File: src/rtl/uart_pkg.sv
// Shared UART constants, baud divisor lookup and transmitter state encoding.
// UART_TX_TWO_STOP_EN adds the second stop-bit state.
package uart_pkg;

  localparam int unsigned OVERSAMPLE = 16;
  localparam int unsigned TICK_W     = 4;
  localparam int unsigned BYTE_W     = 8;
  localparam int unsigned BAUD_SEL_W = 3;

  localparam int unsigned DR_9600   = 324;
  localparam int unsigned DR_19200  = 162;
  localparam int unsigned DR_38400  = 80;
  localparam int unsigned DR_57600  = 53;
  localparam int unsigned DR_115200 = 26;

  typedef enum logic [2:0] {
    TX_IDLE  = 3'd0,
    TX_START = 3'd1,
    TX_DATA  = 3'd2,
    TX_STOP  = 3'd3
`ifdef UART_TX_TWO_STOP_EN
    ,
    TX_STOP2 = 3'd4
`endif
  } tx_state_e;

  // Unused select codes fall back to the slowest rate.
  function automatic int unsigned baud_div(input logic [BAUD_SEL_W-1:0] sel);
    case (sel)
      3'd1:    return DR_19200;
      3'd2:    return DR_38400;
      3'd3:    return DR_57600;
      3'd4:    return DR_115200;
      default: return DR_9600;
    endcase
  endfunction

endpackage

File: src/rtl/uart_byte_tx_if.sv
// Request/serial-line bundle between a byte source and the UART transmitter.
interface uart_byte_tx_if;
  logic [2:0] baud_set;
  logic       send_en;
  logic [7:0] data_byte;
  logic       uart_tx;
  logic       tx_done;
  logic       uart_state;

  modport master (
    output baud_set, send_en, data_byte,
    input  uart_tx, tx_done, uart_state
  );

  modport slave (
    input  baud_set, send_en, data_byte,
    output uart_tx, tx_done, uart_state
  );
endinterface

File: src/rtl/uart_baud_tick.sv
// Baud divider: a tick every dr_i+1 clocks, a bit-end strobe every OVERSAMPLE ticks.
// Both counters sit at zero while disabled so a new frame starts phase-aligned.
module uart_baud_tick
  import uart_pkg::*;
#(
  parameter int unsigned DIV_W = 16
) (
  input  logic             clk,
  input  logic             reset_n,
  input  logic             en_i,
  input  logic [DIV_W-1:0] dr_i,
  output logic             tick_c_o,
  output logic             bit_end_c_o
);

  logic [DIV_W-1:0]  div_q, div_d;
  logic [TICK_W-1:0] tick_q, tick_d;

  always_comb begin
    div_d       = '0;
    tick_d      = '0;
    tick_c_o    = en_i && (div_q == dr_i);
    bit_end_c_o = tick_c_o && (tick_q == TICK_W'(OVERSAMPLE - 1));
    if (en_i) begin
      div_d = tick_c_o ? '0 : div_q + DIV_W'(1);
      if (bit_end_c_o) begin
        tick_d = '0;
      end else if (tick_c_o) begin
        tick_d = tick_q + TICK_W'(1);
      end else begin
        tick_d = tick_q;
      end
    end
  end

  always_ff @(posedge clk) begin
    if (!reset_n) begin
      div_q  <= '0;
      tick_q <= '0;
    end else begin
      div_q  <= div_d;
      tick_q <= tick_d;
    end
  end

endmodule

File: src/rtl/uart_byte_tx.sv
// UART byte transmitter: 8N1 frames (8N2 with UART_TX_TWO_STOP_EN), LSB first,
// 16x-oversampled bit timing shared with the receiver's divider.
module uart_byte_tx
  import uart_pkg::*;
#(
  parameter int unsigned DIV_W = 16
) (
  input  logic           clk,
  input  logic           reset_n,
  uart_byte_tx_if.slave  bus
);

  tx_state_e         state_q, state_d;
  logic [BYTE_W-1:0] shift_q, shift_d;
  logic [2:0]        bit_idx_q, bit_idx_d;
  logic [DIV_W-1:0]  dr_q, dr_d;
  logic              uart_tx_q, uart_tx_d;
  logic              tx_done_q, tx_done_d;
  logic              busy_q, busy_d;
  logic              tick_c;
  logic              bit_end_c;

  uart_baud_tick #(
    .DIV_W(DIV_W)
  ) u_baud_tick (
    .clk        (clk),
    .reset_n    (reset_n),
    .en_i       (state_q != TX_IDLE),
    .dr_i       (dr_q),
    .tick_c_o   (tick_c),
    .bit_end_c_o(bit_end_c)
  );

  // Next state; the line level is derived from the next state so uart_tx stays registered.
  always_comb begin
    state_d   = state_q;
    shift_d   = shift_q;
    bit_idx_d = bit_idx_q;
    dr_d      = dr_q;
    busy_d    = busy_q;
    tx_done_d = 1'b0;
    uart_tx_d = 1'b1;

    unique case (state_q)
      TX_IDLE: begin
        if (bus.send_en) begin
          shift_d   = bus.data_byte;
          dr_d      = DIV_W'(baud_div(bus.baud_set));
          bit_idx_d = '0;
          busy_d    = 1'b1;
          state_d   = TX_START;
        end
      end
      TX_START: begin
        if (bit_end_c) state_d = TX_DATA;
      end
      TX_DATA: begin
        if (bit_end_c) begin
          shift_d   = {1'b0, shift_q[BYTE_W-1:1]};
          bit_idx_d = bit_idx_q + 3'd1;
          if (bit_idx_q == 3'd7) state_d = TX_STOP;
        end
      end
      TX_STOP: begin
        if (bit_end_c) begin
`ifdef UART_TX_TWO_STOP_EN
          state_d = TX_STOP2;
`else
          state_d   = TX_IDLE;
          busy_d    = 1'b0;
          tx_done_d = 1'b1;
`endif
        end
      end
`ifdef UART_TX_TWO_STOP_EN
      TX_STOP2: begin
        if (bit_end_c) begin
          state_d   = TX_IDLE;
          busy_d    = 1'b0;
          tx_done_d = 1'b1;
        end
      end
`endif
      default: state_d = TX_IDLE;
    endcase

    if (state_d == TX_START) begin
      uart_tx_d = 1'b0;
    end else if (state_d == TX_DATA) begin
      uart_tx_d = shift_d[0];
    end
  end

  always_ff @(posedge clk) begin
    if (!reset_n) begin
      state_q   <= TX_IDLE;
      shift_q   <= '0;
      bit_idx_q <= '0;
      dr_q      <= DIV_W'(DR_9600);
      uart_tx_q <= 1'b1;
      tx_done_q <= 1'b0;
      busy_q    <= 1'b0;
    end else begin
      state_q   <= state_d;
      shift_q   <= shift_d;
      bit_idx_q <= bit_idx_d;
      dr_q      <= dr_d;
      uart_tx_q <= uart_tx_d;
      tx_done_q <= tx_done_d;
      busy_q    <= busy_d;
    end
  end

  assign bus.uart_tx    = uart_tx_q;
  assign bus.tx_done    = tx_done_q;
  assign bus.uart_state = busy_q;

  logic unused_tick;
  assign unused_tick = tick_c;

endmodule
File: src/flat_wrapper.sv
// flat-port wrapper written by rule: the top's interface ports become plain ports
module uart_byte_tx_flat import uart_pkg::*;
#(
  parameter int unsigned DIV_W = 16
)
  (clk, reset_n, bus_baud_set, bus_send_en, bus_data_byte, bus_uart_tx, bus_tx_done, bus_uart_state);
  uart_byte_tx_if bus_i ();
  input  logic clk;
  input  logic reset_n;
  input wire logic [$bits(bus_i.baud_set)-1:0] bus_baud_set;
  input wire logic [$bits(bus_i.send_en)-1:0] bus_send_en;
  input wire logic [$bits(bus_i.data_byte)-1:0] bus_data_byte;
  output wire logic [$bits(bus_i.uart_tx)-1:0] bus_uart_tx;
  output wire logic [$bits(bus_i.tx_done)-1:0] bus_tx_done;
  output wire logic [$bits(bus_i.uart_state)-1:0] bus_uart_state;
  assign bus_i.baud_set = bus_baud_set;
  assign bus_i.send_en = bus_send_en;
  assign bus_i.data_byte = bus_data_byte;
  assign bus_uart_tx = bus_i.uart_tx;
  assign bus_tx_done = bus_i.tx_done;
  assign bus_uart_state = bus_i.uart_state;
  uart_byte_tx #(.DIV_W(DIV_W)) u_core (.clk(clk), .reset_n(reset_n), .bus(bus_i));
endmodule
File: config.mk
export PLATFORM = sky130hd
export DESIGN_NAME = uart_byte_tx_flat
export DESIGN_NICKNAME = d
export VERILOG_FILES = /design/src/rtl/uart_pkg.sv /design/src/rtl/uart_byte_tx_if.sv /design/src/rtl/uart_baud_tick.sv /design/src/rtl/uart_byte_tx.sv /design/src/flat_wrapper.sv
export SDC_FILE = /design/constraint.sdc
export NUM_CORES = 1
export LEC_CHECK = 0
export BUFFER_PORTS_ARGS = -buffer_cell sky130_fd_sc_hd__buf_2
export CAP_MARGIN = 20
export CORE_MARGIN = 10
export CORE_UTILIZATION = 50
export DETAILED_ROUTE_END_ITERATION = 7
export PLACE_DENSITY = 0.68
export RECOVER_POWER = 25
export SLEW_MARGIN = 20
export SYNTH_ARGS = -nofsm -noshare
export SYNTH_HDL_FRONTEND = slang
export SYNTH_SLANG_ARGS = --single-unit
File: constraint.sdc
create_clock -name clk -period 6.1 [get_ports clk]
set_clock_uncertainty 0.15 [all_clocks]
set_input_delay 0.915 -clock clk [delete_from_list [all_inputs] [get_ports clk]]
set_output_delay 0.915 -clock clk [all_outputs]
set_load 0.1 [all_outputs]
==> results.cfg, run 1 <==
[drt]
ant_nets = 0
dr.first_iter.drc_count = 82
avgRoutedWirePerCell_um = 12.8
routed_via_density = 5.37
remaining_drc_errors = 0
dr.pass1.iters = 4
dr_total_vias = 1724
routed_wirelength_um = 4120

[clock_network]
clkSinkCount = 46
cts_inserted_buffers = 5
cts_setup_buffers = 0
ctsHtreeMaxLevel = 2
root_buffer = clkbuf_8
max-clock-path-buffers = 2
tritoncts_clock_tree = yes
postCtsResizedCells = 0
cts-hold-fix-buffers = 0
clkSlewWorstSetupHoldPaths_ns = 0.08
clk-insertion-delay-late_ns = 0.29

[power]
static-leakage-power_uw = 0.000821
power.density_cell_area_nw_per_um2 = 245
report.power.total_uw = 577
vdd_drop_max_uv = 161

[floorplanning]
io-pin-count = 17
die_width_um = 85.9
die_height_um = 85.9
dieArea_um2 = 7380
placeableCoreArea_um2 = 4120
core.rowCount = 23
start_util = 0.528

[grt]
first_global_vias = 1648
grtUsageTotal = 0.121
antenna_found_initial = 0
grt_first_pass_wirelength_um = 7460
grt_overflow_total = 0
grt_start_max_net_pins = 18

[timing]
layout_min_cycle_time_ns = 2.55
grt_setup_unrepaired = no
finalHoldViolations = 0
maxSlewHeadroom = 0.227
max_freq_mhz = 392
report.final.setup_viol = 0
setup-tns-final_ns = 0
final-max-slew-violation-count = 0
worst_slew_pin_slew_ns = 1.16
final_min_period_over_clock_period = 0.418

[synthesis]
post_synth_net_total = 275
post_synth_main_area_contributors = dfxtp_1, xnor2_1, nand2_1
synth_cells = 257
mappedNetlistArea_um2 = 2170
ys.warnings.count = 0
synth_top_area_cell = dfxtp_1
synth_cell_type_count = 44
seq_area_frac_synth = 0.424
postSynthRegisterBits = 46
syn_area_per_cell_um2 = 8.46
post-synth-top-area-fraction = 0.424

[worst_setup_path]
critPathMaxFanout = 10
cp_data_arrival_time_ns = 2.58
worstRegToRegCells = 7
cp-end-kind = register
critPathKind = reg -> reg
worstPathRequired_ns = 6.13
critical_path.startpoint_type = register

[layout]
mostFrequentLayoutCells = dfxtp_1, nand2_1, nor2_1
antenna_cells_inserted = 0
final_net_count = 288
syn_to_final_growth_pct = 8.52
final_common_cell = dfxtp_1
final_layout_size_suffix_gt1_frac = 0.114

[placement]
finalWeightedCongestion = 0.795
detailed_place_hpwl_um = 3020
count_of_port_buffers_added_during_placement = 16

[run_status]
outcome = finished clean

[min_path]
timing.hold.worst_path_depth = 2
min_path_type = reg -> reg

[run]
max_cap_viol_count = 0
through the flow:
step           instances   util  setup WS (ns)  cell area [um^2]  hold slack (ns)
6_report             321  0.573           3.55              2360            0.308
5_1_grt              321  0.573           3.32              2360            0.337
4_1_cts              321  0.575           3.54              2360            0.309
3_3_place_gp         313  0.549           3.62              2260            0.298
2_1_floorplan        257      -           3.93              2170            0.286
3_5_place_dp         313  0.549           3.57              2260            0.298
per-layer routing:
layer,vias up,wire (um),part of all wire,global-route usage
met1,775,2230,0.54,0.164
met4,0,64,0.016,0.0494
li1,920,-,-,-
met3,6,139,0.034,0.0322
met5,-,0,0,0
met2,23,1690,0.41,0.178
final cells by class:
type / instances / area [um^2]
clock buffer: 7 / 76.3
clock inverter: 1 / 30.0
fill: 395 / 1760
inverter: 6 / 22.5
multi-input combinational: 195 / 1170
sequential: 46 / 921
tap: 50 / 62.6
timing repair buffer: 16 / 77.6
kinds of logic (layout without fill, tap and decap cells):
family	after synthesis	after routing	synth area share
flip-flops	46	46	0.424
other	1	1	0.00173
XOR/XNOR	26	26	0.105
AO/OA/AOI/OAI	43	43	0.124
AND/OR/NAND/NOR	120	120	0.281
buffers and inverters	16	30	0.0368
multiplexers	1	1	0.00461
adder cells (fa/ha/maj)	4	4	0.0230
final timing paths:
kind	startpoint	end	slack, ns
hold reg to reg	u_core.shift_q[4]	u_core.shift_q[4]	0.31
setup reg to reg	u_core.u_baud_tick.tick_q[0]	u_core.bus.uart_tx	3.55
setup / recovery	u_core.u_baud_tick.tick_q[0]	u_core.bus.uart_tx	3.55
hold / removal	u_core.shift_q[4]	u_core.shift_q[4]	0.31
critical path: stages, from the launching register on:
cell       delay, ns
dfxtp_1         0.37
ha_1            0.19
and3_1          0.20
nand3_1         0.16
nor4_2          0.79
nor2_2          0.19
a211oi_1        0.29
a2bb2oi_1       0.08
registers in the layout, summed over array words and instances (netlist names):
register	flops
u_core.state_q	3
u_core.bus.uart_state	1
u_core.dr_q	9
u_core.shift_q	8
u_core.bit_idx_q	3
u_core.bus.tx_done	1
u_core.u_baud_tick.tick_q	4
u_core.u_baud_tick.div_q	16
u_core.bus.uart_tx	1
synth_stat cells, drive strengths merged:
cell	n
dfxtp	46
nand2	34
nor2	31
a21oi	18
xnor2	15
nand3	14
xor2	11
nand4	9
clkbuf	7
o21ai	7
nor4	6
a22oi	5
a31oi	5
and3	5
inv	5
nor3	5
ha	4
or3	4
and2	3
buf	3
nand3b	3
o31ai	3
nand2b	2
o211ai	2
a211oi	1
a2bb2oi	1
and4	1
clkinv	1
conb	1
mux2i	1
nand4b	1
o31a	1
or2	1
or4	1
power breakdown:
group          total (uW)  internal (uW)  switching (uW)
Combinational        45.0           15.8            29.2
Sequential            313            307            5.81
Clock                 219            123            96.7
Total                 577            446             132
(Power assumes the default switching activity.)
==> run 2: changes to the inputs <==
--- a/config.mk
+++ b/config.mk
@@ -10,7 +10,7 @@
 export CORE_MARGIN = 10
 export CORE_UTILIZATION = 50
 export DETAILED_ROUTE_END_ITERATION = 7
-export PLACE_DENSITY = 0.68
+export PLACE_DENSITY = 0.71
 export RECOVER_POWER = 25
 export SLEW_MARGIN = 20
 export SYNTH_ARGS = -nofsm -noshare
==> constraint.sdc (replaced) <==
create_clock -name clk -period 2.1 [get_ports clk]
set_clock_uncertainty 0.15 [all_clocks]
set_input_delay 0.315 -clock clk [delete_from_list [all_inputs] [get_ports clk]]
set_output_delay 0.315 -clock clk [all_outputs]
set_load 0.1 [all_outputs]
==> run 2 against run 1 <==
Compared with the run above: cell area up 14%; sequential power rose to 2.9 times the previous value; power rose to 2.8 times the previous value; sequential cell count is the same; sequential share of layout area decreased by 4.4 points; register-to-register slack worse by 3.5 ns; critical path type unchanged; critical endpoint is now u_core.u_baud_tick.tick_q[0].
==> results.cfg, run 2 (synthesized netlist as in run 1, its figures left out) <==
[clock_network]
cts_inserted_buffers = 5
clkSinkCount = 46
root_buffer = clkbuf_8
clk-insertion-delay-late_ns = 0.30
max-clock-path-buffers = 2
tritoncts_clock_tree = yes
ctsHtreeMaxLevel = 2
cts-hold-fix-buffers = 0
clkSlewWorstSetupHoldPaths_ns = 0.08

[layout]
final_layout_size_suffix_gt1_frac = 0.281
top_register = u_core.u_baud_tick.div_q
fin_util = 0.656
final_common_cell = dfxtp_1
mostFrequentLayoutCells = dfxtp_1, nand2_1, nor2_1, buf_4, a21oi_1
antenna_cells_inserted = 0
layout.cell_area.non_filler_um2 = 2700
filler_cell_count = 354
syn_to_final_growth_pct = 24.1
final_net_count = 321
largest_reg_flops = 16
largest_registers = u_core.u_baud_tick.div_q (16), u_core.dr_q (9), u_core.shift_q (8)

[grt]
antenna_found_initial = 0
grt_start_max_net_pins = 17
grtUsageTotal = 0.127
grt_first_pass_wirelength_um = 7790
grt_overflow_total = 0
first_global_vias = 1783

[min_path]
hold_start = bus_data_byte[7]
min_path_type = in -> reg
worst_hold_endpoint = u_core.shift_q[7]
timing.hold.worst_path_depth = 3

[worst_setup_path]
critPathMaxFanout = 7
capturing_point_of_the_worst_reg2reg_path = u_core.u_baud_tick.tick_q[0]
critical_path.startpoint_type = register
worst_r2r_startpoint = u_core.u_baud_tick.div_q[5]
critPathKind = reg -> reg
cp_data_arrival_time_ns = 2.16
worstRegToRegCells = 6
startpoint = u_core.u_baud_tick.div_q[5]
worstPathRequired_ns = 2.19
cp-end-kind = register
r2r_slack_ns = 0.02

[timing]
fin_hold_ws_ns = 0.0959
final-max-slew-violation-count = 0
report.final.setup_viol = 0
timing.final.ws_setup_ns = 0.0244
grt_setup_unrepaired = yes
final_min_period_over_clock_period = 0.988
finalHoldViolations = 0
worst_slew_pin_slew_ns = 0.543
max_freq_mhz = 482
layout_min_cycle_time_ns = 2.08
maxSlewHeadroom = 0.640

[drt]
routed_via_density = 5.48
routed_wirelength_um = 4720
dr.pass1.iters = 4
avgRoutedWirePerCell_um = 13.4
ant_nets = 0
dr.first_iter.drc_count = 124
remaining_drc_errors = 0
dr_total_vias = 1930

[placement]
count_of_port_buffers_added_during_placement = 16
place_worst_setup_slack_ns = -0.0132
postPlaceCellArea_um2 = 2520
detailed_place_hpwl_um = 3410
finalWeightedCongestion = 0.879

[floorplanning]
core.rowCount = 23
placeableCoreArea_um2 = 4120
die_width_um = 85.9
io-pin-count = 17
die_height_um = 85.9
start_util = 0.528
dieArea_um2 = 7380

[run]
max_cap_viol_count = 0

[run_status]
outcome = finished clean

[power]
vdd_drop_max_uv = 443
power.density_cell_area_nw_per_um2 = 598
static-leakage-power_uw = 0.00103
report.power.total_uw = 1610
==> run 2: cell types whose count changed in the layout (fill, tap and decap cells not counted), moves of 2 or more <==
cell	change
nor4_1	-3
xnor2_2	+5
clkbuf_2	+4
clkbuf_1	-3
xnor2_1	-5
dfxtp_2	+7
nor4_2	+2
dfxtp_1	-8
buf_4	+29
==> run 2: worst max-delay path by stage <==
| stage | endpoint | depth (start not counted) |
|---|---|---|
| 2_1_floorplan | u_core.u_baud_tick.div_q[2] | 8 |
| 3_3_place_gp | u_core.u_baud_tick.tick_q[0] | 6 |
| 3_5_place_dp | u_core.bus.uart_tx | 6 |
| 4_1_cts | u_core.bus.uart_tx | 6 |
| 5_1_grt | u_core.u_baud_tick.tick_q[0] | 6 |
| 6_report | u_core.u_baud_tick.tick_q[0] | 6 |
==> run 2: power by group <==
group / switching, uW / internal (uW) / total, uW
logic: 103 / 71.2 / 175
registers: 14.0 / 892 / 906
clock network: 280 / 254 / 534
==> run 2: metrics by stage <==
step	cells	setup TNS, ns
3_5_place_dp	345	-0.0202
2_1_floorplan	257	0
3_3_place_gp	345	0
5_1_grt	352	-0.623
6_report	352	0
4_1_cts	351	-0.0231
==> run 2: repair_timing <==
item	in CTS	in global routing
pin swaps	1	8
gates resized for setup	0	21
setup buffers	0	1
setup endpoints to repair	12	23
==> run 2: final cells by class <==
type | count | area [um^2] | area share
multi-input cells | 195 | 1260 | 0.467
flip-flops and latches | 46 | 933 | 0.346
repair buffers | 49 | 338 | 0.125
clock buffers | 6 | 82.6 | 0.0306
well taps | 50 | 62.6 | 0.0232
inverters | 6 | 22.5 | 0.00835
==> run 2: metal layers <==
layer / track usage / wire (um) / vias to the layer above
met5: 0 / 0 / -
met4: 0.0584 / 78 / 0
met3: 0.0331 / 196 / 9
met2: 0.195 / 2170 / 42
met1: 0.163 / 2270 / 898
li1: - / - / 981
==> run 2: worst max-delay path, cell delays in order, from the launching register on <==
cell     delay [ns]
dfxtp_4        0.36
xnor2_2        0.17
nand4_1        0.16
or4_4          0.60
buf_6          0.16
or3_1          0.30
a21oi_1        0.12
==> run 3: changes to the inputs <==
--- a/config.mk
+++ b/config.mk
@@ -12,6 +12,7 @@
 export DETAILED_ROUTE_END_ITERATION = 7
 export PLACE_DENSITY = 0.71
 export RECOVER_POWER = 25
+export SETUP_SLACK_MARGIN = 0.15
 export SLEW_MARGIN = 20
 export SYNTH_ARGS = -nofsm -noshare
 export SYNTH_HDL_FRONTEND = slang
==> run 3 against run 2 <==
Compared with the run above: count of clock-buffer cells in the layout rose by 1; global-route usage rose by 0.38 points; maximum frequency fell by 0.41%; setup slack got worse by 0.0085 ns; cell area rose by 8.3%; worst hold slack improved by 0.0022 ns; via count rose by 3.2%; sequential power barely moved; critical path depth did not move; sequential cell count did not move; register-to-register slack barely moved; largest power group unchanged.
==> results.cfg, run 3 (synthesized netlist as in run 1, its figures left out) <==
[floorplanning]
die_width_um = 85.9
io-pin-count = 17
start_util = 0.528
die_height_um = 85.9
placeableCoreArea_um2 = 4120
core.rowCount = 23
dieArea_um2 = 7380

[run_status]
outcome = finished clean

[drt]
dr.first_iter.drc_count = 110
remaining_drc_errors = 0
wl_met3_um = 175
met1_length_um = 2330
route.met2.wl_um = 2740
ant_nets = 0
dr.pass1.iters = 4
dr_total_vias = 1992
avgRoutedWirePerCell_um = 14.7
routed_wirelength_um = 5360
routed_via_density = 5.47
dr.max_layer_used = met4

[clock_network]
tritoncts_clock_tree = yes
cts_inserted_buffers = 5
cts-hold-fix-buffers = 0
clkSlewWorstSetupHoldPaths_ns = 0.09
ctsHtreeMaxLevel = 2
clkSinkCount = 46
root_buffer = clkbuf_8
clk-insertion-delay-late_ns = 0.30
max-clock-path-buffers = 2

[placement]
count_of_port_buffers_added_during_placement = 16
finalWeightedCongestion = 0.812
postPlaceCellArea_um2 = 2540
dp_cell_count = 346
detailed_place_hpwl_um = 3520

[timing]
final-max-slew-violation-count = 0
max_freq_mhz = 480
maxSlewHeadroom = 0.636
layout_min_cycle_time_ns = 2.08
final_min_period_over_clock_period = 0.992
grt_setup_unrepaired = yes
report.final.setup_viol = 0
finalHoldViolations = 0
worst_slew_pin_slew_ns = 0.548

[layout]
fin_util = 0.710
antenna_cells_inserted = 0
largest_registers = u_core.u_baud_tick.div_q (16), u_core.dr_q (9), u_core.shift_q (8)
final_common_cell = buf_4
largest_reg_flops = 16
mostFrequentLayoutCells = buf_4, dfxtp_1, nand2_1
final_net_count = 331
layout.cell_area.non_filler_um2 = 2920
filler_cell_count = 317
stdcell_count = 364
syn_to_final_growth_pct = 34.4
top_register = u_core.u_baud_tick.div_q
final_layout_size_suffix_gt1_frac = 0.404

[grt]
grt_first_pass_wirelength_um = 8080
grtUsageTotal = 0.131
grt_start_max_net_pins = 17
antenna_found_initial = 0
first_global_vias = 1878
grt_overflow_total = 0

[worst_setup_path]
critPathKind = reg -> reg
critical_path_cell_list = xnor2_2, nand4_1, or4_4, buf_8, or3_4, a21oi_2
cpLargestDelayFamily = simple AND/OR/NAND/NOR gates
cpPeakStageDelay_ns = 0.60
worstPathRequired_ns = 2.19
crit_path_top_delay_cell = or4_4
startpoint = u_core.u_baud_tick.div_q[5]
critPathMaxFanout = 7
worst_r2r_startpoint = u_core.u_baud_tick.div_q[5]
cp_num_buf_inv = 1
critical_path.startpoint_type = register
cp-end-kind = register
cp_data_arrival_time_ns = 2.18

[power]
static-leakage-power_uw = 0.00109
power.density_cell_area_nw_per_um2 = 568
comb_power_share = 0.118
report.power.total_uw = 1660
sequential_cell_fraction_of_total_power = 0.546
switching_power_uw = 422
switching_share = 0.255
power.share.clock = 0.336
p_int_uw = 1240
vdd_drop_max_uv = 357

[run]
max_cap_viol_count = 0

[min_path]
hold_start = bus_data_byte[7]
min_path_type = in -> reg
run 3: changes by cell type in the layout (fill, tap and decap cells not counted), sizes merged:
| cell | before | now |
|---|---|---|
| clkbuf | 11 | 10 |
| clkinv | 1 | 2 |
| nand3 | 14 | 15 |
| buf | 44 | 55 |
run 3: timing repair:
action                     4_1_cts  5_1_grt
pin swaps                       21       15
resized for setup                8       46
setup buffers                    0        8
setup endpoints to repair       33       35
gates cloned                     1        1
run 3: layout make-up:
type | instances | area, um^2 | area share
inverters | 6 | 22.5 | 0.00771
repair buffers | 58 | 408 | 0.140
well taps | 50 | 62.6 | 0.0214
multi-input cells | 196 | 1390 | 0.477
clock buffers | 7 | 86.3 | 0.0296
flip-flops and latches | 46 | 942 | 0.323
clock inverters | 1 | 5.00 | 0.00171
run 3: worst register-to-register path, delay by kind of cell (launching register included):
kind                   cells  cell delay, ns
AND/OR/NAND/NOR            3            1.07
flip-flops                 1            0.36
buffers and inverters      1            0.16
AO/OA/AOI/OAI              1            0.11
XOR/XNOR                   1            0.18
run 3: metrics by stage:
step	hold WS [ns]	setup TNS (ns)	worst slack, ns
finish	0.0981	0	0.0159
CTS	0.0976	-0.0207	-0.0145
global route	0.112	-0.351	-0.0741
detailed placement	0.297	-0.0622	-0.0279
global placement	0.291	-0.00178	-0.00178
floorplan	0.286	0	0.0446
run 3: metal layers:
layer | track usage | vias to the layer above
li1 | - | 1008
met1 | 0.156 | 932
met2 | 0.220 | 41
met3 | 0.0341 | 11
met4 | 0.0479 | 0
met5 | 0 | -
run 3: worst paths after layout:
check,to,slack (ns),cells past startpoint
max,u_core.u_baud_tick.tick_q[0],0.02,6
min,u_core.shift_q[7],0.1,3
max reg2reg,u_core.u_baud_tick.tick_q[0],0.02,6
min reg2reg,u_core.shift_q[5],0.31,2
run 3: power by group through the flow:
| stage | Sequential [uW] | Clock [uW] | Combinational, uW |
|---|---|---|---|
| 2_1_floorplan | 941 | 0 | 93.1 |
| 3_3_place_gp | 926 | 0 | 164 |
| 3_5_place_dp | 926 | 0 | 165 |
| 4_1_cts | 905 | 567 | 170 |
| 5_1_grt | 909 | 606 | 212 |
| 6_report | 906 | 557 | 195 |
